**src/rtl/axis_frame_len_enforce.sv**
```systemverilog
// AXI-Stream frame length enforcer: truncates frames longer than MAX_LEN (marking them bad and
// dropping the tail); optional short-frame padding to MIN_LEN when AXIS_FRAME_LEN_PAD_EN is defined.
module axis_frame_len_enforce #(
  parameter int unsigned           DATA_WIDTH           = 8,
  parameter bit                    KEEP_ENABLE          = (DATA_WIDTH > 8),
  parameter int unsigned           KEEP_WIDTH           = DATA_WIDTH / 8,
  parameter int unsigned           USER_WIDTH           = 1,
  parameter logic [USER_WIDTH-1:0] USER_BAD_FRAME_VALUE = USER_WIDTH'(1'b1),
  parameter int unsigned           LEN_WIDTH            = 16,
  parameter int unsigned           MAX_LEN              = 1518,
  parameter int unsigned           MIN_LEN              = 60
) (
  input  logic                  clk,
  input  logic                  rst,
  input  logic [DATA_WIDTH-1:0] s_axis_tdata,
  input  logic [KEEP_WIDTH-1:0] s_axis_tkeep,
  input  logic                  s_axis_tvalid,
  output logic                  s_axis_tready,
  input  logic                  s_axis_tlast,
  input  logic [USER_WIDTH-1:0] s_axis_tuser,
  output logic [DATA_WIDTH-1:0] m_axis_tdata,
  output logic [KEEP_WIDTH-1:0] m_axis_tkeep,
  output logic                  m_axis_tvalid,
  input  logic                  m_axis_tready,
  output logic                  m_axis_tlast,
  output logic [USER_WIDTH-1:0] m_axis_tuser,
  output logic [LEN_WIDTH-1:0]  status_frame_len,
  output logic                  status_frame_valid,
  output logic                  status_truncated,
  output logic                  status_padded
);

  if (MAX_LEN == 0 || MAX_LEN >= (64'd1 << LEN_WIDTH) || MIN_LEN == 0 || MIN_LEN > MAX_LEN)
  begin : gen_param_err
    $error("axis_frame_len_enforce: illegal MAX_LEN/MIN_LEN for LEN_WIDTH");
  end

  localparam logic [LEN_WIDTH-1:0] LenMaxLast = LEN_WIDTH'(MAX_LEN - 1);

`ifdef AXIS_FRAME_LEN_PAD_EN
  localparam logic [LEN_WIDTH-1:0] LenMinLast = LEN_WIDTH'(MIN_LEN - 1);
  typedef enum logic [1:0] {StPass, StDrop, StPad} state_e;
  logic [USER_WIDTH-1:0] user_lat_q, user_lat_d;
`else
  typedef enum logic [0:0] {StPass, StDrop} state_e;
`endif

  state_e                state_q, state_d;
  logic [LEN_WIDTH-1:0]  beat_cnt_q, beat_cnt_d;
  logic [DATA_WIDTH-1:0] data_q, data_d;
  logic [KEEP_WIDTH-1:0] keep_q, keep_d;
  logic [USER_WIDTH-1:0] user_q, user_d;
  logic                  valid_q, valid_d;
  logic                  last_q, last_d;
  logic [LEN_WIDTH-1:0]  len_q, len_d;
  logic                  fv_q, fv_d;
  logic                  trunc_q, trunc_d;
  logic                  pad_q, pad_d;
  logic                  ld;
  logic                  load;

  always_comb begin
    ld            = m_axis_tready | ~valid_q;
    load          = 1'b0;
    state_d       = state_q;
    beat_cnt_d    = beat_cnt_q;
    data_d        = data_q;
    keep_d        = keep_q;
    user_d        = user_q;
    last_d        = last_q;
    valid_d       = ld ? 1'b0 : valid_q;
    len_d         = len_q;
    fv_d          = 1'b0;
    trunc_d       = 1'b0;
    pad_d         = 1'b0;
    s_axis_tready = 1'b0;
`ifdef AXIS_FRAME_LEN_PAD_EN
    user_lat_d    = user_lat_q;
`endif

    case (state_q)
      StPass: begin
        s_axis_tready = ld;
        if (s_axis_tvalid && ld) begin
          load   = 1'b1;
          data_d = s_axis_tdata;
          keep_d = KEEP_ENABLE ? s_axis_tkeep : '1;
          user_d = s_axis_tuser;
          last_d = s_axis_tlast;
          // Beat MAX_LEN without tlast: close the frame here and discard the remainder.
          if (!s_axis_tlast && beat_cnt_q == LenMaxLast) begin
            last_d  = 1'b1;
            user_d  = s_axis_tuser | USER_BAD_FRAME_VALUE;
            trunc_d = 1'b1;
            state_d = StDrop;
          end
`ifdef AXIS_FRAME_LEN_PAD_EN
          if (s_axis_tlast && beat_cnt_q < LenMinLast) begin
            last_d     = 1'b0;
            user_lat_d = s_axis_tuser;
            state_d    = StPad;
          end
`endif
        end
      end
      StDrop: begin
        s_axis_tready = 1'b1;
        if (s_axis_tvalid && s_axis_tlast) state_d = StPass;
      end
`ifdef AXIS_FRAME_LEN_PAD_EN
      StPad: begin
        if (ld) begin
          load   = 1'b1;
          data_d = '0;
          keep_d = '1;
          user_d = '0;
          last_d = 1'b0;
          if (beat_cnt_q == LenMinLast) begin
            last_d  = 1'b1;
            user_d  = user_lat_q;
            pad_d   = 1'b1;
            state_d = StPass;
          end
        end
      end
`endif
      default: state_d = StPass;
    endcase

    if (load) begin
      valid_d = 1'b1;
      if (last_d) begin
        beat_cnt_d = '0;
        len_d      = beat_cnt_q + 1'b1;
        fv_d       = 1'b1;
      end else begin
        beat_cnt_d = beat_cnt_q + 1'b1;
      end
    end
  end

  always_ff @(posedge clk or posedge rst) begin
    if (rst) begin
      state_q    <= StPass;
      beat_cnt_q <= '0;
      data_q     <= '0;
      keep_q     <= '0;
      user_q     <= '0;
      valid_q    <= 1'b0;
      last_q     <= 1'b0;
      len_q      <= '0;
      fv_q       <= 1'b0;
      trunc_q    <= 1'b0;
      pad_q      <= 1'b0;
`ifdef AXIS_FRAME_LEN_PAD_EN
      user_lat_q <= '0;
`endif
    end else begin
      state_q    <= state_d;
      beat_cnt_q <= beat_cnt_d;
      data_q     <= data_d;
      keep_q     <= keep_d;
      user_q     <= user_d;
      valid_q    <= valid_d;
      last_q     <= last_d;
      len_q      <= len_d;
      fv_q       <= fv_d;
      trunc_q    <= trunc_d;
      pad_q      <= pad_d;
`ifdef AXIS_FRAME_LEN_PAD_EN
      user_lat_q <= user_lat_d;
`endif
    end
  end

  assign m_axis_tdata       = data_q;
  assign m_axis_tkeep       = keep_q;
  assign m_axis_tvalid      = valid_q;
  assign m_axis_tlast       = last_q;
  assign m_axis_tuser       = user_q;
  assign status_frame_len   = len_q;
  assign status_frame_valid = fv_q;
  assign status_truncated   = trunc_q;
`ifdef AXIS_FRAME_LEN_PAD_EN
  assign status_padded      = pad_q;
`else
  assign status_padded      = 1'b0;
`endif

endmodule

```
**config.mk**
```make
export PLATFORM = sky130hd
export DESIGN_NAME = axis_frame_len_enforce
export DESIGN_NICKNAME = d
export VERILOG_FILES = /design/src/rtl/axis_frame_len_enforce.sv
export SDC_FILE = /design/constraint.sdc
export NUM_CORES = 1
export LEC_CHECK = 0
export CORE_UTILIZATION = 45
export DETAILED_ROUTE_END_ITERATION = 10
export GPL_TIMING_DRIVEN = 0
export PLACE_DENSITY = 0.71
export SLEW_MARGIN = 20
export SYNTH_ARGS = -nofsm -noshare
export SYNTH_HDL_FRONTEND = slang
export SYNTH_SLANG_ARGS = --single-unit
```
**constraint.sdc**
```tcl
create_clock -name clk -period 3.55 [get_ports clk]
set_input_delay 0.8875 -clock clk [delete_from_list [all_inputs] [get_ports clk]]
set_output_delay 0.8875 -clock clk [all_outputs]
set_load 0.005 [all_outputs]
```
Word level (Yosys, flattened, before mapping)
Index checks and enable logic that the tools add are counted.

word-level totals
  bits in registers = 47
  bits in latches = 0
  bits in writable memories = 0
  ROM bits = 0
  input bits = 15
  output and inout bits = 32
  word-level logic and storage cells = 39
  memories kept = 0

operators by class
  add/sub/neg operators = 1
  $mul = 0
  div/mod/pow operators = 0
  order comparisons = 0
  eq/ne operators = 1
  shift operators = 0
  muxes and demuxes = 17
  bitwise gates (word level) = 3
  reductions and logical operators = 7

operators by type and width
  kind                                                                      number
  16-bit by 1-bit adder with 16-bit output (second input constant)          1
  16-bit by 11-bit equality test with 1-bit output (second input constant)  1
  16-bit two-way mux                                                        1
  1-bit two-way mux                                                         14
  1-bit one-hot mux with 2 select lines                                     2
  2-bit AND reduction                                                       2
  1-bit logical AND                                                         3
  1-bit NOT                                                                 2
  2-bit nonzero test                                                        1
  1-bit logical NOT                                                         1
  1-bit OR                                                                  1

Longest topological paths before layout
Gate-level depths: netlist of the first run.

  depth after elaboration = 7
  mapped depth = 7

Worst setup path before layout of the first run
No wires, ideal clock.

  kind = input to output
  from = in m_axis_tready
  to = out s_axis_tready
  arrival = 1.157 ns
  required time = 2.663 ns
  slack = 1.506 ns
  cell stages on the path = 2
  buffers on the path = 0
  cell sequence = nor2b_1 > nand2_1

on the way
  cells in the longest elaborated chain, start to end = 2

ends and longest elaborated chain
  item                                   RTL line  RTL
  from (decl)                            24        input logic m_axis_tready,
  1-bit OR                               63        ld = m_axis_tready | ~valid_q;
  1-bit one-hot mux with 2 select lines  81        case (state_q)
  to (decl)                              18        output logic s_axis_tready,

No other way between the ends.

Worst setup path in the final report of the first run
Same ends and word-level chain as after synthesis.

==> run metrics, run 1 <==
Ant. Diodes 0; Setup Fix Bufs, Post-CTS 0; Final Core Density 61.3%; sequential cell area fraction in the yosys report 49.9%; crit-path max FO 3; post-synthesis register bit count 47; clock-pin slew on the worst setup and hold paths 0.08 ns; Routed Antenna Nets 0; worst hold slack 0.479 ns; Top-Level Pins 47; most common cell after layout, fill and taps aside dfrtp_1; Fmax 0.339 GHz; placed cell area 0.00290 mm2; Pwr Total 1.31 mW; WL final 5.06 mm; first-pass GRT wire length 9.00 mm; startpoint types primary input; Synth-to-Final Area Change 26.8%; PD cells 437 mW/mm2; Final WS setup 0.603 ns; Max-Slew Margin vs Limit 50.0%; maximum number of pins on one net before global-route repair 30; worst skew pair latency 0.30 ns; post-synthesis net count 239; WP data required 2.66 ns; status completed; drt wl/cell 14.8 um; top cell type's share of synthesized area 49.9%; average cell area after synthesis 10.6 um2; CP arrival 2.06 ns; H-tree lvl count 2; routing usage on met3 5.83%; Peak VDD IR 0.000284 V; Remaining DRCs 0; element type at the critical path end output pin; final slew viol count 0; yosys warns 0; number of max-cap violations 0; Clock Sinks 47; grt total ovfl 0; Synth area leaders dfrtp_1, nand2_1, a31oi_1; share of post-route cells with drive strength above 1 13.5%; vias in the first global route 1902; number of buffers added on ports 44; DR vias 1839; Max Clock Skew 0.00465 ns; setup_tns 0 ns; met1 GRT Util 28.2%; crit path kind primary input to output pin; Slew @ Worst Pin 0.746 ns; final instance area 0.00299 mm2; row count 25; commonest non-fill, non-tap cells in the layout dfrtp_1, clkdlybuf4s50_1, nand2_1; vias per cell 5.39; Die Width 74.4 um; mapped cell area 0.00236 mm2; GRT Max-Usage Layer met2; routability cong. 0.938; met2 usage 35.4%; antenna violations before repair 0; worst hold path class register to register; final setup vio count 0; Leak 1.33 nW; TritonCTS clock tree yes; first drt pass iteration count 4; drt first-iter violations 104; RSZ-0062 raised after global routing no; Core Box Area 0.00488 mm2; DP Worst Slack 0.607 ns; Die ar. 0.00553 mm2; Max Buffers Root-to-Sink 2; biggest area consumer among synthesized cells dfrtp_1; fin cells 341; Initial Util 48.3%; PostCTS Resize Cnt 0; fin crit share 83.0%; Mapped Cells 222; GRT Util Overall 21.8%; fin nets 291; DIE HEIGHT 74.4 um; Cells after DPL 334; # hold bufs at CTS 0; endpoints failing hold 0; CTS Root Cell clkbuf_8; detailed placement HPWL 3.53 mm; minimum clock period after layout 2.95 ns; CTS buffer count 5; Netlist cell types 42
==> where the power goes <==
group          total [mW]  leakage (nW)  internal (mW)  switching [mW]
Combinational       0.338         0.666          0.184           0.154
Clock               0.329        0.0470          0.153           0.176
Sequential          0.640         0.622          0.601          0.0385
==> registers in the layout, indices dropped and copies added, names as in the netlist <==
register,count
status_truncated,1
m_axis_tuser,1
state_q,1
status_frame_valid,1
m_axis_tvalid,1
m_axis_tkeep,1
status_frame_len,16
m_axis_tdata,8
beat_cnt_q,16
m_axis_tlast,1
==> worst paths after layout <==
path,startpoint,to,slack [ns],cells past startpoint
setup reg to reg,beat_cnt_q[0],status_frame_len[2],1.36,6
hold / removal,m_axis_tkeep,m_axis_tkeep,0.48,1
max in group asynchronous,rst,m_axis_tdata[6],2.15,3
hold reg to reg,m_axis_tkeep,m_axis_tkeep,0.48,1
setup / recovery,m_axis_tready,s_axis_tready,0.60,4
min in group asynchronous,rst,status_frame_valid,0.90,2
==> final cells by class <==
type | count | area (um2)
clock buffer | 6 | 82.6
tap | 67 | 83.8
sequential | 47 | 1180
timing repair buffer | 45 | 460
buffer | 15 | 91.3
fill | 446 | 1890
multi-input combinational | 148 | 1050
inverter | 12 | 45.0
clock inverter | 1 | 5.00
==> metal layers <==
metal	vias up	wire length, um
met1	893	2420
met4	0	75
met5	-	0
li1	884	-
met2	52	2320
met3	10	248
==> synth_stat cells <==
cell / instances
and3_1: 1
xnor2_1: 10
or4b_1: 3
nor4_1: 2
nor3_1: 3
nor3_2: 1
nand3b_1: 2
nor4b_4: 1
inv_1: 12
clkbuf_1: 6
nand2_1: 34
nand3_1: 13
or4_1: 1
a41oi_1: 2
nand2b_1: 4
o2bb2ai_1: 1
o21ai_0: 4
mux2i_1: 5
ha_1: 2
nor3b_2: 1
buf_2: 6
a21oi_4: 1
dfrtp_1: 47
o22ai_1: 2
xor2_1: 4
o21bai_1: 1
and4_1: 2
mux2_4: 4
nand4_1: 4
o211ai_1: 1
buf_4: 1
nor2b_1: 1
buf_12: 1
a21o_1: 1
nand4_4: 1
nor2_1: 4
and4bb_1: 1
a31oi_1: 20
buf_6: 1
conb_1: 1
mux2_2: 9
nor4_2: 1
==> logic make-up (layout without fill, tap and decap cells) <==
logic type                 Yosys count  in the layout  share of synthesized area, %
AOI/OAI and AO/OA                   33             33                          9.44
DFF                                 47             47                          49.9
other                                1              1                         0.159
buffers and inverters               27             79                          5.78
muxes                               18             18                          8.97
xor gates and xnor gates            14             14                          5.20
and+or+nand+nor                     80             80                          19.5
adders and majority gates            2              2                          1.06
==> worst max-delay path, stage by stage <==
cell             delay, ns
clkdlybuf4s50_1       0.42
nor2b_1               0.22
nand2_1               0.09
clkdlybuf4s50_1       0.44
No activity file was read; power rests on OpenSTA's default activity.
==> run 2, diff against run 1 <==
==> constraint.sdc (replaced) <==
create_clock -name clk -period 2.8 [get_ports clk]
set_input_delay 0.7 -clock clk [delete_from_list [all_inputs] [get_ports clk]]
set_output_delay 0.7 -clock clk [all_outputs]
set_load 0.005 [all_outputs]
==> results of run 2 <==
Same layout as run 1 (identical final DEF). Status: completed.
Among the figures that moved: setup slack after placement 0.607 ns -> 0.0973 ns; setup slack after layout 0.603 ns -> 0.228 ns; register-to-register setup slack 1.36 ns -> 0.61 ns; total power 1.31 mW -> 1.66 mW; worst IR drop on VDD 0.000284 V -> 0.000361 V
